### config.mk
export PLATFORM = sky130hd
export DESIGN_NAME = lc3_alu_seq
export DESIGN_NICKNAME = d
export VERILOG_FILES = /design/src/rtl/lc3_alu_seq_pkg.sv /design/src/rtl/lc3_alu_seq_mul.sv /design/src/rtl/lc3_alu_seq.sv
export SDC_FILE = /design/constraint.sdc
export NUM_CORES = 1
export LEC_CHECK = 0
export CAP_MARGIN = 20
export CORE_MARGIN = 2
export CORE_UTILIZATION = 45
export DETAILED_ROUTE_END_ITERATION = 7
export GPL_ROUTABILITY_DRIVEN = 0
export HOLD_SLACK_MARGIN = 0.03
export PLACE_DENSITY_LB_ADDON = 0.3
export SLEW_MARGIN = 10
export SYNTH_ARGS = -nofsm -noshare
export SYNTH_HDL_FRONTEND = slang
export SYNTH_SLANG_ARGS = --single-unit
export TNS_END_PERCENT = 50
### constraint.sdc
create_clock -name clk -period 7.01 [get_ports clk]
set_input_delay 1.0515 -clock clk [delete_from_list [all_inputs] [get_ports clk]]
set_output_delay 1.0515 -clock clk [all_outputs]
set_load 0.01 [all_outputs]
### src/rtl/lc3_alu_seq_pkg.sv
// Shared types and constants for the sequential LC-3 style ALU.
package alu_pkg;

    // Operation codes; 11..15 are reserved and execute as PASS.
    typedef enum logic [3:0] {
        OP_PASS = 4'd0,
        OP_ADD  = 4'd1,
        OP_AND  = 4'd2,
        OP_NOT  = 4'd3,
        OP_OR   = 4'd4,
        OP_XOR  = 4'd5,
        OP_SUB  = 4'd6,
        OP_SHL  = 4'd7,
        OP_SHR  = 4'd8,
        OP_SRA  = 4'd9,
        OP_MUL  = 4'd10
    } alu_op_t;

    // Control states: waiting, iterating a multiply, holding a result.
    typedef enum logic [1:0] {
        IDLE = 2'd0,
        MUL  = 2'd1,
        DONE = 2'd2
    } alu_state_t;

    // Bit positions inside the {N,Z,P} condition-code vector.
    localparam int NZP_N = 2;
    localparam int NZP_Z = 1;
    localparam int NZP_P = 0;

    // Condition codes shown while no result has been produced (zero result).
    localparam logic [2:0] NZP_RESET = 3'b010;

endpackage

### src/rtl/lc3_alu_seq_mul.sv
// Iterative shift-add multiplier: one partial product per clock,
// WIDTH iterations per product, low WIDTH bits of the product kept.
module alu_mul_iter #(
    parameter int WIDTH = 16
) (
    input  logic             clk,
    input  logic             reset,
    input  logic             start_i,
    input  logic [WIDTH-1:0] a_i,
    input  logic [WIDTH-1:0] b_i,
    output logic             busy_o,
    output logic             done_o,
    output logic [WIDTH-1:0] product_o
);

    localparam int CW = $clog2(WIDTH) + 1;

    logic [WIDTH-1:0] mcand_q;
    logic [WIDTH-1:0] mplier_q;
    logic [WIDTH-1:0] acc_q;
    logic [CW-1:0]    count_q;
    logic             busy_q;
    logic             done_q;

    // Load operands on start, then add/shift once per cycle until the count runs out.
    always_ff @(posedge clk or posedge reset) begin
        if (reset) begin
            mcand_q  <= '0;
            mplier_q <= '0;
            acc_q    <= '0;
            count_q  <= '0;
            busy_q   <= 1'b0;
            done_q   <= 1'b0;
        end else begin
            done_q <= 1'b0;
            if (start_i) begin
                mcand_q  <= a_i;
                mplier_q <= b_i;
                acc_q    <= '0;
                count_q  <= CW'(WIDTH);
                busy_q   <= 1'b1;
            end else if (busy_q) begin
                if (mplier_q[0]) begin
                    acc_q <= acc_q + mcand_q;
                end
                mcand_q  <= mcand_q << 1;
                mplier_q <= mplier_q >> 1;
                count_q  <= count_q - CW'(1);
                if (count_q == CW'(1)) begin
                    busy_q <= 1'b0;
                    done_q <= 1'b1;
                end
            end
        end
    end

    assign busy_o    = busy_q;
    assign done_o    = done_q;
    assign product_o = acc_q;

endmodule

### src/rtl/lc3_alu_seq.sv
// Handshaked LC-3 style ALU: single-cycle logic/arith/shift ops, iterative
// multiply, registered result with NZP, carry and overflow flags.
module lc3_alu_seq
    import alu_pkg::*;
#(
    parameter int WIDTH     = 16,
    parameter int IMM_WIDTH = 5,
    localparam int SHW      = $clog2(WIDTH)
) (
    input  logic                 clk,
    input  logic                 reset,
    input  logic                 in_valid,
    output logic                 in_ready,
    input  logic [3:0]           op,
    input  logic [WIDTH-1:0]     ra,
    input  logic [WIDTH-1:0]     rb,
    input  logic [IMM_WIDTH-1:0] imm,
    input  logic                 imm_sel,
    output logic                 out_valid,
    input  logic                 out_ready,
    output logic [WIDTH-1:0]     result,
    output logic [2:0]           nzp,
    output logic                 carry,
    output logic                 ovf
);

    localparam int MSB = WIDTH - 1;

    alu_state_t       state_q;
    logic [WIDTH-1:0] result_q;
    logic [2:0]       nzp_q;
    logic             carry_q;
    logic             ovf_q;

    logic [WIDTH-1:0] opB;
    logic [SHW-1:0]   shamt;
    logic [WIDTH:0]   sumAdd;
    logic [WIDTH:0]   sumSub;
    logic [WIDTH-1:0] result_d;
    logic             carry_d;
    logic             ovf_d;
    logic             accept;
    logic             isMul;
    logic             mulStart;
    logic             mulBusy;
    logic             mulDone;
    logic [WIDTH-1:0] mulProduct;

    // Derive NZP from a result word; exactly one bit is ever set.
    function automatic logic [2:0] nzpOf(input logic [WIDTH-1:0] r);
        logic [2:0] f;
        f        = '0;
        f[NZP_N] = r[MSB];
        f[NZP_Z] = (r == '0);
        f[NZP_P] = !r[MSB] && (r != '0);
        return f;
    endfunction

    assign opB      = imm_sel ? WIDTH'($signed(imm)) : rb;
    assign shamt    = opB[SHW-1:0];
    assign sumAdd   = {1'b0, ra} + {1'b0, opB};
    assign sumSub   = {1'b0, ra} + {1'b0, ~opB} + {{WIDTH{1'b0}}, 1'b1};
    assign accept   = in_valid && in_ready;
    assign isMul    = (op == OP_MUL);
    assign mulStart = accept && isMul;

    // Single-cycle datapath for every op except MUL; flags are zero unless ADD/SUB.
    always_comb begin
        result_d = ra;
        carry_d  = 1'b0;
        ovf_d    = 1'b0;
        case (alu_op_t'(op))
            OP_ADD: begin
                result_d = sumAdd[MSB:0];
                carry_d  = sumAdd[WIDTH];
                ovf_d    = (ra[MSB] == opB[MSB]) && (sumAdd[MSB] != ra[MSB]);
            end
            OP_SUB: begin
                result_d = sumSub[MSB:0];
                carry_d  = sumSub[WIDTH];
                ovf_d    = (ra[MSB] != opB[MSB]) && (sumSub[MSB] != ra[MSB]);
            end
            OP_AND:  result_d = ra & opB;
            OP_NOT:  result_d = ~ra;
            OP_OR:   result_d = ra | opB;
            OP_XOR:  result_d = ra ^ opB;
            OP_SHL:  result_d = ra << shamt;
            OP_SHR:  result_d = ra >> shamt;
            OP_SRA:  result_d = $signed(ra) >>> shamt;
            default: result_d = ra;
        endcase
    end

    alu_mul_iter #(
        .WIDTH (WIDTH)
    ) u_mul (
        .clk       (clk),
        .reset     (reset),
        .start_i   (mulStart),
        .a_i       (ra),
        .b_i       (opB),
        .busy_o    (mulBusy),
        .done_o    (mulDone),
        .product_o (mulProduct)
    );

    // Control FSM: accepts ops, waits out multiplies, holds results until consumed.
    always_ff @(posedge clk or posedge reset) begin
        if (reset) begin
            state_q  <= IDLE;
            result_q <= '0;
            nzp_q    <= NZP_RESET;
            carry_q  <= 1'b0;
            ovf_q    <= 1'b0;
        end else begin
            case (state_q)
                IDLE: begin
                    if (accept) begin
                        if (isMul) begin
                            state_q <= MUL;
                        end else begin
                            result_q <= result_d;
                            nzp_q    <= nzpOf(result_d);
                            carry_q  <= carry_d;
                            ovf_q    <= ovf_d;
                            state_q  <= DONE;
                        end
                    end
                end
                MUL: begin
                    if (mulDone) begin
                        result_q <= mulProduct;
                        nzp_q    <= nzpOf(mulProduct);
                        carry_q  <= 1'b0;
                        ovf_q    <= 1'b0;
                        state_q  <= DONE;
                    end
                end
                DONE: begin
                    if (out_ready) begin
                        if (accept && isMul) begin
                            state_q <= MUL;
                        end else if (accept) begin
                            result_q <= result_d;
                            nzp_q    <= nzpOf(result_d);
                            carry_q  <= carry_d;
                            ovf_q    <= ovf_d;
                        end else begin
                            state_q <= IDLE;
                        end
                    end
                end
                default: state_q <= IDLE;
            endcase
        end
    end

    assign in_ready  = !mulBusy && ((state_q == IDLE) || ((state_q == DONE) && out_ready));
    assign out_valid = (state_q == DONE);
    assign result    = result_q;
    assign nzp       = nzp_q;
    assign carry     = carry_q;
    assign ovf       = ovf_q;

endmodule

==> report_table.html, run 1 <==
<table>
<tr><th>Metric</th><th>Value</th></tr>
<tr><th colspan="2">Worst setup path</th></tr>
<tr><td>Highest fanout seen on the critical path</td><td>12</td></tr>
<tr><td>Arrival @ worst endpoint</td><td>5.86 ns</td></tr>
<tr><td>Sort of element at the end of the critical path</td><td>flip-flop</td></tr>
<tr><td>Endpoint required time on the critical path</td><td>7.25 ns</td></tr>
<tr><td>Worst setup SP type</td><td>input port</td></tr>
<tr><td>Worst reg2reg path depth</td><td>14</td></tr>
<tr><td>Worst reg2reg setup slack</td><td>3.80 ns</td></tr>
<tr><td>Kind of critical path</td><td>input port to flip-flop</td></tr>
<tr><th colspan="2">Global route</th></tr>
<tr><td>Peak-usage layer in the global routing report</td><td>met2</td></tr>
<tr><td>Wire length of the first global-routing pass</td><td>49840 µm</td></tr>
<tr><td>Global route overflow</td><td>0</td></tr>
<tr><td>Met3 usage in global routing</td><td>0.07390</td></tr>
<tr><td>Global routing met2 resource utilization</td><td>0.4498</td></tr>
<tr><td>Routing usage on met1</td><td>0.3886</td></tr>
<tr><td>Largest net degree at the start of global routing</td><td>78</td></tr>
<tr><td>Global-route usage over all layers</td><td>0.2947</td></tr>
<tr><td>Initial antenna violation count</td><td>0</td></tr>
<tr><td>Via count of the first global-routing pass</td><td>9014</td></tr>
<tr><th colspan="2">Cells and area</th></tr>
<tr><td>Summed area of non-filler cells in the final layout</td><td>10050 µm²</td></tr>
<tr><td>Fraction of layout cells with a size suffix above 1</td><td>0.05819</td></tr>
<tr><td>Layout filler cell count</td><td>1982</td></tr>
<tr><td>Most used cells in the layout excluding fill and tap cells</td><td>nand2_1, nor2_1, o21ai_0</td></tr>
<tr><td>Final net count</td><td>1315</td></tr>
<tr><td>Area added between synthesis and finish</td><td>11.88%</td></tr>
<tr><td>Count of inserted antenna diode cells</td><td>0</td></tr>
<tr><th colspan="2">STA</th></tr>
<tr><td>Peak clock frequency supported by timing</td><td>177.7 MHz</td></tr>
<tr><td>Hold violation count in the final report</td><td>0</td></tr>
<tr><td>Final-report max-slew violation count</td><td>0</td></tr>
<tr><td>Rel. slew slack</td><td>0.3051</td></tr>
<tr><td>Final total negative setup slack</td><td>0 ns</td></tr>
<tr><td>Clk_skew</td><td>0.005605 ns</td></tr>
<tr><td>Number of setup violations in the final report</td><td>0</td></tr>
<tr><td>Setup repair after global routing missed its margin</td><td>false</td></tr>
<tr><td>Tcrit/Tclk final</td><td>0.8028</td></tr>
<tr><td>Final min period</td><td>5.628 ns</td></tr>
<tr><td>Final worst setup slack</td><td>1.382 ns</td></tr>
<tr><td>Worst-margin pin slew</td><td>1.034 ns</td></tr>
<tr><th colspan="2">Logic synthesis</th></tr>
<tr><td>Net count after synthesis</td><td>1309</td></tr>
<tr><td>Number of synthesis warnings</td><td>0</td></tr>
<tr><td>Portion of the post-synthesis area used by sequential elements</td><td>0.2147</td></tr>
<tr><td>Netlist area before placement</td><td>8982 µm²</td></tr>
<tr><td>Ys flop type</td><td>dfrtp_1</td></tr>
<tr><td>Number of distinct library cell variants in the gate-level netlist after synthesis</td><td>79</td></tr>
<tr><td>Gate Count Post-Synth</td><td>1192</td></tr>
<tr><td>Number of synthesized flops with an enable pin</td><td>0</td></tr>
<tr><td>Synth Area per Inst</td><td>7.536 µm²</td></tr>
<tr><td>Synth Register Bits</td><td>77</td></tr>
<tr><td>Share of synthesized registers carrying an async set or reset</td><td>1.000</td></tr>
<tr><th colspan="2">Flow run</th></tr>
<tr><td>Max-cap violation count</td><td>0</td></tr>
<tr><th colspan="2">Routing</th></tr>
<tr><td>DR vias</td><td>9539</td></tr>
<tr><td>Wire per inst</td><td>21.66 µm</td></tr>
<tr><td>Via count normalized by instance count</td><td>6.498</td></tr>
<tr><td>Remaining antenna violation count after routing</td><td>0</td></tr>
<tr><td>Number of remaining DRC errors</td><td>0</td></tr>
<tr><td>First-pass iteration count of the detailed router</td><td>7</td></tr>
<tr><td>Post-Route WL</td><td>31790 µm</td></tr>
<tr><td>Initial DRC count</td><td>1339</td></tr>
<tr><th colspan="2">Place</th></tr>
<tr><td>Port Buffers</td><td>68</td></tr>
<tr><td>Post-Place Setup Slack</td><td>1.171 ns</td></tr>
<tr><td>Instance area at placement</td><td>9731 µm²</td></tr>
<tr><td>DP HPWL</td><td>23160 µm</td></tr>
<tr><th colspan="2">Min path</th></tr>
<tr><td>Path category of the worst min-delay check</td><td>flip-flop to flip-flop</td></tr>
<tr><td>Number of cells on the worst hold path</td><td>2</td></tr>
<tr><th colspan="2">Clocking</th></tr>
<tr><td>Sink Count</td><td>77</td></tr>
<tr><td>Clock transition time at the flip-flop clock pins of the worst setup and hold paths</td><td>0.06 ns</td></tr>
<tr><td>Clock tree from TritonCTS</td><td>built</td></tr>
<tr><td>Clock latency reported for the late side of the worst-skew pair</td><td>0.35 ns</td></tr>
<tr><td>Clock buffers created by TritonCTS</td><td>9</td></tr>
<tr><td>Maximum root-to-sink buffer count</td><td>2</td></tr>
<tr><td>H-tree Lvls</td><td>3</td></tr>
<tr><td>Post-CTS Setup Repair Bufs</td><td>0</td></tr>
<tr><td>Clock root buffer</td><td>clkbuf_16</td></tr>
<tr><td>CTS-repair resized insts</td><td>0</td></tr>
<tr><td>Number of buffers inserted by hold repair at cts</td><td>0</td></tr>
<tr><th colspan="2">Floorplanning</th></tr>
<tr><td>Vertical die dimension</td><td>145.3 µm</td></tr>
<tr><td>IO Pins</td><td>69</td></tr>
<tr><td>Placeable core area</td><td>19530 µm²</td></tr>
<tr><td>Area of the die</td><td>21110 µm²</td></tr>
<tr><td>FP Rows</td><td>51</td></tr>
<tr><td>Effective utilization at floorplan</td><td>0.4600</td></tr>
<tr><td>Horizontal die dimension</td><td>145.3 µm</td></tr>
<tr><th colspan="2">Power and ir drop</th></tr>
<tr><td>Sw Ratio</td><td>0.4303</td></tr>
<tr><td>Clock share of power</td><td>0.184</td></tr>
<tr><td>Internal power contribution</td><td>1.503 mW</td></tr>
<tr><td>P_sw</td><td>1.135 mW</td></tr>
<tr><td>Peak supply drop</td><td>136.8 µV</td></tr>
<tr><td>Power per standard cell area</td><td>262.4 nW/µm²</td></tr>
<tr><td>Part of the total power dissipated in combinational logic</td><td>0.518</td></tr>
<tr><td>Leakage Power</td><td>4.420 nW</td></tr>
<tr><td>Reg power frac</td><td>0.298</td></tr>
<tr><th colspan="2">Outcome</th></tr>
<tr><td>Status</td><td>finished, final reports clean</td></tr>
</table>
-- state kept, by name (all words and copies together), names as in the netlist --
signal	count
u_mul.product_o	16
state_q	2
u_mul.mcand_q	16
u_mul.busy_o	1
u_mul.count_q	5
result	16
u_mul.mplier_q	16
u_mul.done_o	1
carry	1
nzp	2
ovf	1
-- layout make-up --
class                      count  area [µm²]  area share
tap                          265       331.6     0.03299
timing repair buffer          89       842.1     0.08379
clock inverter                 7       82.58    0.008217
inverter                      67       252.7     0.02515
multi-input combinational    954        6387      0.6356
sequential                    77        1928      0.1919
clock buffer                   9       225.2     0.02241
-- synth_stat cells, types with 6 or more instances --
cell / count / area share
a21oi_1: 92 / 0.051
a22oi_1: 8 / 0.0067
nor3_1: 28 / 0.016
buf_2: 22 / 0.012
nand2_1: 124 / 0.052
clkbuf_1: 49 / 0.020
nand3_1: 36 / 0.020
nor4_1: 12 / 0.0084
o211ai_1: 15 / 0.013
buf_6: 7 / 0.0088
a211oi_1: 20 / 0.017
ha_1: 68 / 0.095
o21ai_0: 97 / 0.054
mux2i_1: 67 / 0.075
dfrtp_1: 76 / 0.21
a221o_1: 16 / 0.018
a21o_1: 9 / 0.0075
inv_1: 65 / 0.027
xnor2_1: 22 / 0.021
o31ai_1: 8 / 0.0067
o22ai_1: 11 / 0.0077
a221oi_1: 7 / 0.0068
nor2b_1: 12 / 0.0084
a31oi_1: 15 / 0.010
nand2b_1: 17 / 0.012
and3_1: 8 / 0.0056
o2111ai_1: 6 / 0.0059
buf_1: 14 / 0.0059
nor2_1: 124 / 0.052
xor2_1: 7 / 0.0068
-- stage by stage --
stage,std cells,hold slack (ns),util,power [mW]
after CTS,1467,0.4861,0.5141,2.619
after global routing,1468,0.5096,0.5147,2.823
after floorplan,1192,0.4621,-,1.699
after detailed placement,1451,0.4716,0.4983,2.127
after global placement,1451,0.4602,0.4983,2.092
final,1468,0.4768,0.5147,2.637
-- worst paths after layout --
kind | start | end
max reg2reg | u_mul.product_o[0] | u_mul.product_o[14]
min reg2reg | result[12] | result[12]
min | result[12] | result[12]
max in group asynchronous | reset | u_mul.mcand_q[1]
max | imm_sel | nzp[0]
min in group asynchronous | reset | u_mul.count_q[0]
-- layer usage --
metal  up-vias  wire length (µm)
li1       4345                 -
met1      4445             12850
met2       614             13900
met3       135              3496
met4         0              1542
met5         -                 0
-- logic make-up after synthesis --
group                    count (synthesis)  synth area share
adder cells (fa/ha/maj)                 71            0.1014
AND/OR/NAND/NOR                        399            0.2052
flip-flops                              77            0.2147
multiplexers                            76           0.09374
AO/OA/AOI/OAI                          379            0.2797
buffers and inverters                  161           0.07703
XOR/XNOR                                29           0.02828
-- power groups by stage --
stage	clock network, mW	registers (mW)	logic [mW]
floorplan	0	0.762	0.937
CTS	0.491	0.785	1.34
global route	0.509	0.811	1.50
detailed placement	0	0.789	1.34
finish	0.484	0.786	1.37
global placement	0	0.786	1.31
-- worst max-delay path: stages --
cell	delay [ns]
clkdlybuf4s50_1	1.01
inv_1	0.37
a21oi_1	0.46
ha_1	0.44
nor2_1	0.13
a221oi_1	0.49
o31a_1	0.22
a31oi_1	0.21
a221oi_1	0.37
a22oi_1	0.14
o22a_1	0.24
nor3_1	0.12
and4_1	0.23
a211oi_1	0.08
a211o_1	0.27
No activity file was read; power rests on OpenSTA's default activity.
==> inputs of run 2 (changes only) <==
- clock period: 7.01 -> 4.65 ns (I/O delays scaled with it)
==> run 2 against run 1 <==
Final area increased by 9.9%. Total power increased by 57%. Sequential power increased by 50%. Clock-buffer cell count increased by 1. Worst hold slack got worse by 0.0024 ns. Critical path depth unchanged. Clock power increased by 57%. Sequential cell count unchanged. Via count increased by 5.3%. Cell count increased by 8.3%. Highest routed layer unchanged.
==> report_table.html, run 2 (synthesized netlist as in run 1, its figures left out) <==
<table>
<tr><th>Metric</th><th>Value</th></tr>
<tr><th colspan="2">Power and ir drop</th></tr>
<tr><td>Power per standard cell area</td><td>375.8 nW/µm²</td></tr>
<tr><td>Peak supply drop</td><td>188.5 µV</td></tr>
<tr><td>Leakage Power</td><td>5.052 nW</td></tr>
<tr><td>Total design power</td><td>4.150 mW</td></tr>
<tr><th colspan="2">Routing</th></tr>
<tr><td>Via count normalized by instance count</td><td>6.317</td></tr>
<tr><td>First-pass iteration count of the detailed router</td><td>6</td></tr>
<tr><td>Wire per inst</td><td>20.55 µm</td></tr>
<tr><td>Number of remaining DRC errors</td><td>0</td></tr>
<tr><td>DR vias</td><td>10040</td></tr>
<tr><td>Initial DRC count</td><td>1339</td></tr>
<tr><td>Remaining antenna violation count after routing</td><td>0</td></tr>
<tr><td>Post-Route WL</td><td>32680 µm</td></tr>
<tr><th colspan="2">STA</th></tr>
<tr><td>Clk_skew</td><td>0.008530 ns</td></tr>
<tr><td>Fin Hold WS</td><td>0.4745 ns</td></tr>
<tr><td>Peak clock frequency supported by timing</td><td>232.5 MHz</td></tr>
<tr><td>Number of setup violations in the final report</td><td>0</td></tr>
<tr><td>Rel. slew slack</td><td>0.3061</td></tr>
<tr><td>Final min period</td><td>4.302 ns</td></tr>
<tr><td>Setup repair after global routing missed its margin</td><td>false</td></tr>
<tr><td>Final total negative setup slack</td><td>0 ns</td></tr>
<tr><td>Worst-margin pin slew</td><td>1.041 ns</td></tr>
<tr><td>Hold violation count in the final report</td><td>0</td></tr>
<tr><td>Final-report max-slew violation count</td><td>0</td></tr>
<tr><td>Tcrit/Tclk final</td><td>0.9251</td></tr>
<tr><th colspan="2">Cells and area</th></tr>
<tr><td>Finished Layout Cells</td><td>1590</td></tr>
<tr><td>Final net count</td><td>1438</td></tr>
<tr><td>Fraction of layout cells with a size suffix above 1</td><td>0.1472</td></tr>
<tr><td>Layout filler cell count</td><td>1892</td></tr>
<tr><td>Area added between synthesis and finish</td><td>22.94%</td></tr>
<tr><td>Most used cells in the layout excluding fill and tap cells</td><td>buf_4, nand2_1, nor2_1</td></tr>
<tr><td>Count of inserted antenna diode cells</td><td>0</td></tr>
<tr><td>Most common cell after layout, fill and taps aside</td><td>buf_4</td></tr>
<tr><th colspan="2">Min path</th></tr>
<tr><td>Critical hold path startpoint</td><td>result[10]</td></tr>
<tr><td>Number of cells on the worst hold path</td><td>2</td></tr>
<tr><td>Path category of the worst min-delay check</td><td>flip-flop to flip-flop</td></tr>
<tr><td>Terminating pin of the worst hold path</td><td>result[10]</td></tr>
<tr><th colspan="2">Global route</th></tr>
<tr><td>Global route overflow</td><td>0</td></tr>
<tr><td>Largest net degree at the start of global routing</td><td>52</td></tr>
<tr><td>Via count of the first global-routing pass</td><td>9381</td></tr>
<tr><td>Initial antenna violation count</td><td>0</td></tr>
<tr><td>Global-route usage over all layers</td><td>0.3018</td></tr>
<tr><td>Wire length of the first global-routing pass</td><td>51320 µm</td></tr>
<tr><th colspan="2">Flow run</th></tr>
<tr><td>Max-cap violation count</td><td>0</td></tr>
<tr><th colspan="2">Worst setup path</th></tr>
<tr><td>Worst r2r src</td><td>u_mul.product_o[0]</td></tr>
<tr><td>Kind of critical path</td><td>input port to flip-flop</td></tr>
<tr><td>Worst path max stage delay</td><td>0.48 ns</td></tr>
<tr><td>Worst R2R End</td><td>u_mul.product_o[14]</td></tr>
<tr><td>Worst setup SP type</td><td>input port</td></tr>
<tr><td>Arrival @ worst endpoint</td><td>4.53 ns</td></tr>
<tr><td>Crit path cell chain</td><td>clkdlybuf4s50_1 -&gt; mux2i_4 -&gt; inv_2 -&gt; buf_4 -&gt; ha_1 -&gt; inv_1 -&gt; fa_1 -&gt; a222oi_1 -&gt; o311a_1 -&gt; o221ai_1 -&gt; or3_1 -&gt; nor4_2 -&gt; and4_1 -&gt; a211oi_1 -&gt; a211o_1</td></tr>
<tr><td>Worst reg2reg setup slack</td><td>1.44 ns</td></tr>
<tr><td>Worst reg2reg path depth</td><td>14</td></tr>
<tr><td>Highest fanout seen on the critical path</td><td>3</td></tr>
<tr><td>Endpoint required time on the critical path</td><td>4.88 ns</td></tr>
<tr><td>Cell with the largest stage delay on the worst path</td><td>or3_1</td></tr>
<tr><td>Sort of element at the end of the critical path</td><td>flip-flop</td></tr>
<tr><th colspan="2">Clocking</th></tr>
<tr><td>Clock tree from TritonCTS</td><td>built</td></tr>
<tr><td>Number of buffers inserted by hold repair at cts</td><td>0</td></tr>
<tr><td>Clock transition time at the flip-flop clock pins of the worst setup and hold paths</td><td>0.06 ns</td></tr>
<tr><td>Maximum root-to-sink buffer count</td><td>2</td></tr>
<tr><td>H-tree Lvls</td><td>3</td></tr>
<tr><td>Post-CTS Setup Repair Bufs</td><td>0</td></tr>
<tr><td>Clock buffers created by TritonCTS</td><td>9</td></tr>
<tr><td>Sink Count</td><td>77</td></tr>
<tr><td>Clock root buffer</td><td>clkbuf_16</td></tr>
<tr><td>Clock latency reported for the late side of the worst-skew pair</td><td>0.35 ns</td></tr>
<tr><td>CTS-repair resized insts</td><td>1</td></tr>
<tr><th colspan="2">Floorplanning</th></tr>
<tr><td>IO Pins</td><td>69</td></tr>
<tr><td>FP Rows</td><td>51</td></tr>
<tr><td>Area of the die</td><td>21110 µm²</td></tr>
<tr><td>Vertical die dimension</td><td>145.3 µm</td></tr>
<tr><td>Effective utilization at floorplan</td><td>0.4600</td></tr>
<tr><td>Horizontal die dimension</td><td>145.3 µm</td></tr>
<tr><td>Placeable core area</td><td>19530 µm²</td></tr>
<tr><th colspan="2">Outcome</th></tr>
<tr><td>Status</td><td>finished, final reports clean</td></tr>
<tr><th colspan="2">Place</th></tr>
<tr><td>Port Buffers</td><td>68</td></tr>
<tr><td>Placed cells</td><td>1575</td></tr>
<tr><td>DP HPWL</td><td>24950 µm</td></tr>
</table>
-- run 2: where the power goes --
group,internal [mW],leakage (nW),switching [mW]
clock,0.483,0.155,0.279
sequential,0.942,0.989,0.235
combinational,1.01,3.91,1.20
-- run 2: how the worst max path moves through the flow --
stage                        from  endpoint  cells after the start  slack [ns]
after global routing       imm[0]    nzp[0]                     16        0.18
final                      imm[0]    nzp[0]                     15        0.35
after CTS                 imm_sel    nzp[0]                     17        0.08
after global placement    imm_sel    nzp[0]                     15       -0.34
after detailed placement  imm_sel    nzp[0]                     15       -0.36
after floorplan           imm_sel    nzp[0]                     16        0.21
-- run 2: final cells by class --
type,instances,area [µm²],area share
clock buffer,10,239.0,0.02164
clock inverter,5,85.08,0.007705
inverter,67,252.7,0.02289
multi-input combinational,954,6405,0.5800
sequential,77,1928,0.1746
tap,265,331.6,0.03002
timing repair buffer,212,1802,0.1632
-- run 2: per-stage QoR --
stage                     setup slack, ns  instance area (µm²)    util
after detailed placement          -0.3591                10700  0.5479
after global placement            -0.3441                10700  0.5479
final                              0.3483                11040  0.5656
after global routing               0.1758                11040  0.5656
after CTS                         0.08124                11030  0.5648
after floorplan                    0.2139                 8982       -
-- run 2: per-layer routing --
metal,vias to the layer above,track usage,wire [µm]
met3,138,0.06164,3588
met4,0,0.1206,1451
met1,4625,0.4157,13220
li1,4606,-,-
met2,675,0.4628,14410
met5,-,0,0
-- run 2: critical path, delay by kind of cell --
kind	cells	cell delay, ns
simple gates	3	1.00
mux	1	0.17
compound gates	5	1.27
fa+ha+maj	2	0.60
buf+inv	4	0.77
==> inputs of run 3 (changes only) <==
- CORE_ASPECT_RATIO: not set -> 0.9
==> run 3 against run 2 <==
Clock-buffer cell count grew 1. Sequential power is essentially flat. Sequential cell count unchanged. Sequential share of layout area about the same. Worst hold slack better by 0.0036 ns. Fmax down 0.93%. Total power rose by 2.2%. Cell count shrank 0.69%. Register-to-register slack worse by 0.04 ns. Clock skew down 0.0012 ns. Non-clock buffer count down 2. Global-route usage decreased by 0.44 points. Critical endpoint unchanged. Largest power group unchanged.
==> report_table.html, run 3 (synthesized netlist as in run 1, its figures left out) <==
<table>
<tr><th>Metric</th><th>Value</th></tr>
<tr><th colspan="2">Routing</th></tr>
<tr><td>DR vias</td><td>10110</td></tr>
<tr><td>Number of remaining DRC errors</td><td>0</td></tr>
<tr><td>Wire per inst</td><td>20.62 µm</td></tr>
<tr><td>First-pass iteration count of the detailed router</td><td>8</td></tr>
<tr><td>Via count normalized by instance count</td><td>6.402</td></tr>
<tr><td>Initial DRC count</td><td>1519</td></tr>
<tr><td>Remaining antenna violation count after routing</td><td>0</td></tr>
<tr><td>Post-Route WL</td><td>32560 µm</td></tr>
<tr><th colspan="2">Global route</th></tr>
<tr><td>Routing usage on met1</td><td>0.4270</td></tr>
<tr><td>Largest net degree at the start of global routing</td><td>43</td></tr>
<tr><td>Global route overflow</td><td>0</td></tr>
<tr><td>Wire length of the first global-routing pass</td><td>51060 µm</td></tr>
<tr><td>Via count of the first global-routing pass</td><td>9408</td></tr>
<tr><td>Met3 usage in global routing</td><td>0.06238</td></tr>
<tr><td>Peak-usage layer in the global routing report</td><td>met2</td></tr>
<tr><td>Global-route usage over all layers</td><td>0.2974</td></tr>
<tr><td>Initial antenna violation count</td><td>0</td></tr>
<tr><td>Global routing met2 resource utilization</td><td>0.4442</td></tr>
<tr><th colspan="2">Power and ir drop</th></tr>
<tr><td>Internal power contribution</td><td>2.514 mW</td></tr>
<tr><td>Part of the total power dissipated in combinational logic</td><td>0.524</td></tr>
<tr><td>Sw Ratio</td><td>0.4070</td></tr>
<tr><td>Power per standard cell area</td><td>384.4 nW/µm²</td></tr>
<tr><td>Leakage Power</td><td>5.052 nW</td></tr>
<tr><td>P_sw</td><td>1.726 mW</td></tr>
<tr><td>Reg power frac</td><td>0.280</td></tr>
<tr><td>Peak supply drop</td><td>248.9 µV</td></tr>
<tr><td>Clock share of power</td><td>0.196</td></tr>
<tr><th colspan="2">STA</th></tr>
<tr><td>Clk_skew</td><td>0.007289 ns</td></tr>
<tr><td>Worst-margin pin slew</td><td>0.9684 ns</td></tr>
<tr><td>Final worst setup slack</td><td>0.3080 ns</td></tr>
<tr><td>Tcrit/Tclk final</td><td>0.9338</td></tr>
<tr><td>Peak clock frequency supported by timing</td><td>230.3 MHz</td></tr>
<tr><td>Hold violation count in the final report</td><td>0</td></tr>
<tr><td>Rel. slew slack</td><td>0.3494</td></tr>
<tr><td>Final-report max-slew violation count</td><td>0</td></tr>
<tr><td>Number of setup violations in the final report</td><td>0</td></tr>
<tr><td>Setup repair after global routing missed its margin</td><td>false</td></tr>
<tr><td>Final min period</td><td>4.342 ns</td></tr>
<tr><th colspan="2">Floorplanning</th></tr>
<tr><td>Effective utilization at floorplan</td><td>0.4536</td></tr>
<tr><td>IO Pins</td><td>69</td></tr>
<tr><td>Horizontal die dimension</td><td>152.9 µm</td></tr>
<tr><td>Placeable core area</td><td>19800 µm²</td></tr>
<tr><td>Vertical die dimension</td><td>138.0 µm</td></tr>
<tr><td>FP Rows</td><td>49</td></tr>
<tr><td>Area of the die</td><td>21110 µm²</td></tr>
<tr><th colspan="2">Worst setup path</th></tr>
<tr><td>Worst reg2reg setup slack</td><td>1.40 ns</td></tr>
<tr><td>Worst path max stage delay</td><td>0.51 ns</td></tr>
<tr><td>Cell with the largest stage delay on the worst path</td><td>clkdlybuf4s50_1</td></tr>
<tr><td>Kind of critical path</td><td>input port to flip-flop</td></tr>
<tr><td>Dominant cell type by count on the critical path</td><td>buf_4</td></tr>
<tr><td>Worst R2R End</td><td>u_mul.product_o[14]</td></tr>
<tr><td>Critical path's top delay family</td><td>compound AO/OA/AOI/OAI gates</td></tr>
<tr><td>Count of buffer and inverter cells on the critical path</td><td>5</td></tr>
<tr><td>Crit path cell chain</td><td>clkdlybuf4s50_1 -&gt; mux2i_4 -&gt; inv_2 -&gt; buf_4 -&gt; ha_1 -&gt; inv_1 -&gt; fa_1 -&gt; a21oi_1 -&gt; nor3_2 -&gt; o21ai_0 -&gt; a31oi_1 -&gt; buf_4 -&gt; a221oi_1 -&gt; a22oi_1 -&gt; o22a_1 -&gt; nor3_1 -&gt; and4_1 -&gt; a211oi_1 -&gt; a211o_1</td></tr>
<tr><td>Endpoint required time on the critical path</td><td>4.87 ns</td></tr>
<tr><td>Worst r2r src</td><td>u_mul.product_o[0]</td></tr>
<tr><td>Sort of element at the end of the critical path</td><td>flip-flop</td></tr>
<tr><td>Arrival @ worst endpoint</td><td>4.56 ns</td></tr>
<tr><td>Worst setup SP type</td><td>input port</td></tr>
<tr><td>Worst reg2reg path depth</td><td>14</td></tr>
<tr><td>Highest fanout seen on the critical path</td><td>4</td></tr>
<tr><th colspan="2">Clocking</th></tr>
<tr><td>Maximum root-to-sink buffer count</td><td>2</td></tr>
<tr><td>Clock buffers created by TritonCTS</td><td>9</td></tr>
<tr><td>Clock root buffer</td><td>clkbuf_16</td></tr>
<tr><td>Number of buffers inserted by hold repair at cts</td><td>0</td></tr>
<tr><td>Clock tree from TritonCTS</td><td>built</td></tr>
<tr><td>Post-CTS Setup Repair Bufs</td><td>0</td></tr>
<tr><td>Clock latency reported for the late side of the worst-skew pair</td><td>0.34 ns</td></tr>
<tr><td>H-tree Lvls</td><td>3</td></tr>
<tr><td>CTS-repair resized insts</td><td>1</td></tr>
<tr><td>Sink Count</td><td>77</td></tr>
<tr><td>Clock transition time at the flip-flop clock pins of the worst setup and hold paths</td><td>0.06 ns</td></tr>
<tr><th colspan="2">Flow run</th></tr>
<tr><td>Max-cap violation count</td><td>0</td></tr>
<tr><th colspan="2">Min path</th></tr>
<tr><td>Terminating pin of the worst hold path</td><td>result[9]</td></tr>
<tr><td>Number of cells on the worst hold path</td><td>2</td></tr>
<tr><td>Critical hold path startpoint</td><td>result[9]</td></tr>
<tr><td>Path category of the worst min-delay check</td><td>flip-flop to flip-flop</td></tr>
<tr><th colspan="2">Place</th></tr>
<tr><td>Placed cells</td><td>1563</td></tr>
<tr><td>Port Buffers</td><td>68</td></tr>
<tr><td>DP HPWL</td><td>24960 µm</td></tr>
<tr><td>Post-Place Setup Slack</td><td>-0.3297 ns</td></tr>
<tr><th colspan="2">Cells and area</th></tr>
<tr><td>Area added between synthesis and finish</td><td>22.80%</td></tr>
<tr><td>Most common cell after layout, fill and taps aside</td><td>buf_4</td></tr>
<tr><td>Final net count</td><td>1436</td></tr>
<tr><td>Count of inserted antenna diode cells</td><td>0</td></tr>
<tr><td>Fraction of layout cells with a size suffix above 1</td><td>0.1458</td></tr>
<tr><td>Most used cells in the layout excluding fill and tap cells</td><td>buf_4, nand2_1, nor2_1</td></tr>
<tr><td>Core occupancy in the finished layout</td><td>0.5570</td></tr>
<tr><td>Finished Layout Cells</td><td>1579</td></tr>
<tr><th colspan="2">Outcome</th></tr>
<tr><td>Status</td><td>finished, final reports clean</td></tr>
</table>
==> run 3: worst max-delay path by stage <==
| stage | from | endpoint | slack, ns | cells after the start |
|---|---|---|---|---|
| after CTS | imm_sel | nzp[0] | 0.03 | 19 |
| after floorplan | imm_sel | nzp[0] | 0.21 | 16 |
| final | imm[0] | nzp[0] | 0.31 | 19 |
| after global routing | imm[0] | nzp[0] | 0.03 | 19 |
| after global placement | imm_sel | nzp[0] | -0.33 | 18 |
| after detailed placement | imm_sel | nzp[0] | -0.33 | 15 |
==> run 3: metrics by stage <==
stage / power (mW) / hold slack (ns) / TNS [ns] / cell area [µm²]
after global placement: 3.292 / 0.4612 / -0.6708 / 10660
after global routing: 4.511 / 0.4998 / 0 / 11030
after floorplan: 2.562 / 0.4621 / 0 / 8982
final: 4.240 / 0.4781 / 0 / 11030
after detailed placement: 3.362 / 0.4691 / -0.8641 / 10660
after CTS: 4.209 / 0.4833 / 0 / 11020
==> run 3: power by group through the flow <==
stage	Sequential, mW	Combinational, mW	Clock (mW)
3_5_place_dp	1.20	2.17	0
6_report	1.19	2.22	0.830
3_3_place_gp	1.18	2.11	0
5_1_grt	1.22	2.42	0.871
4_1_cts	1.18	2.19	0.839
2_1_floorplan	1.15	1.41	0
==> run 3: cell type report <==
type | count | area [µm²]
Fill cell | 1822 | 8772
Multi-Input combinational cell | 954 | 6397
Sequential cell | 77 | 1928
Timing Repair Buffer | 210 | 1774
Tap cell | 255 | 319.1
Clock buffer | 11 | 252.7
Inverter | 67 | 252.7
Clock inverter | 5 | 106.4
==> run 3: routing by layer <==
layer | vias up | share of wire | wire length, µm
met5 | - | 0 | 0
met4 | 0 | 0.032 | 1044
met2 | 691 | 0.43 | 13850
met1 | 4712 | 0.42 | 13670
met3 | 114 | 0.12 | 4002
li1 | 4591 | - | -
==> run 3: worst min-delay path: stages (launching register included) <==
cell and delay (ns):
dfrtp_1 0.34, nand2_1 0.04, o21ai_0 0.06
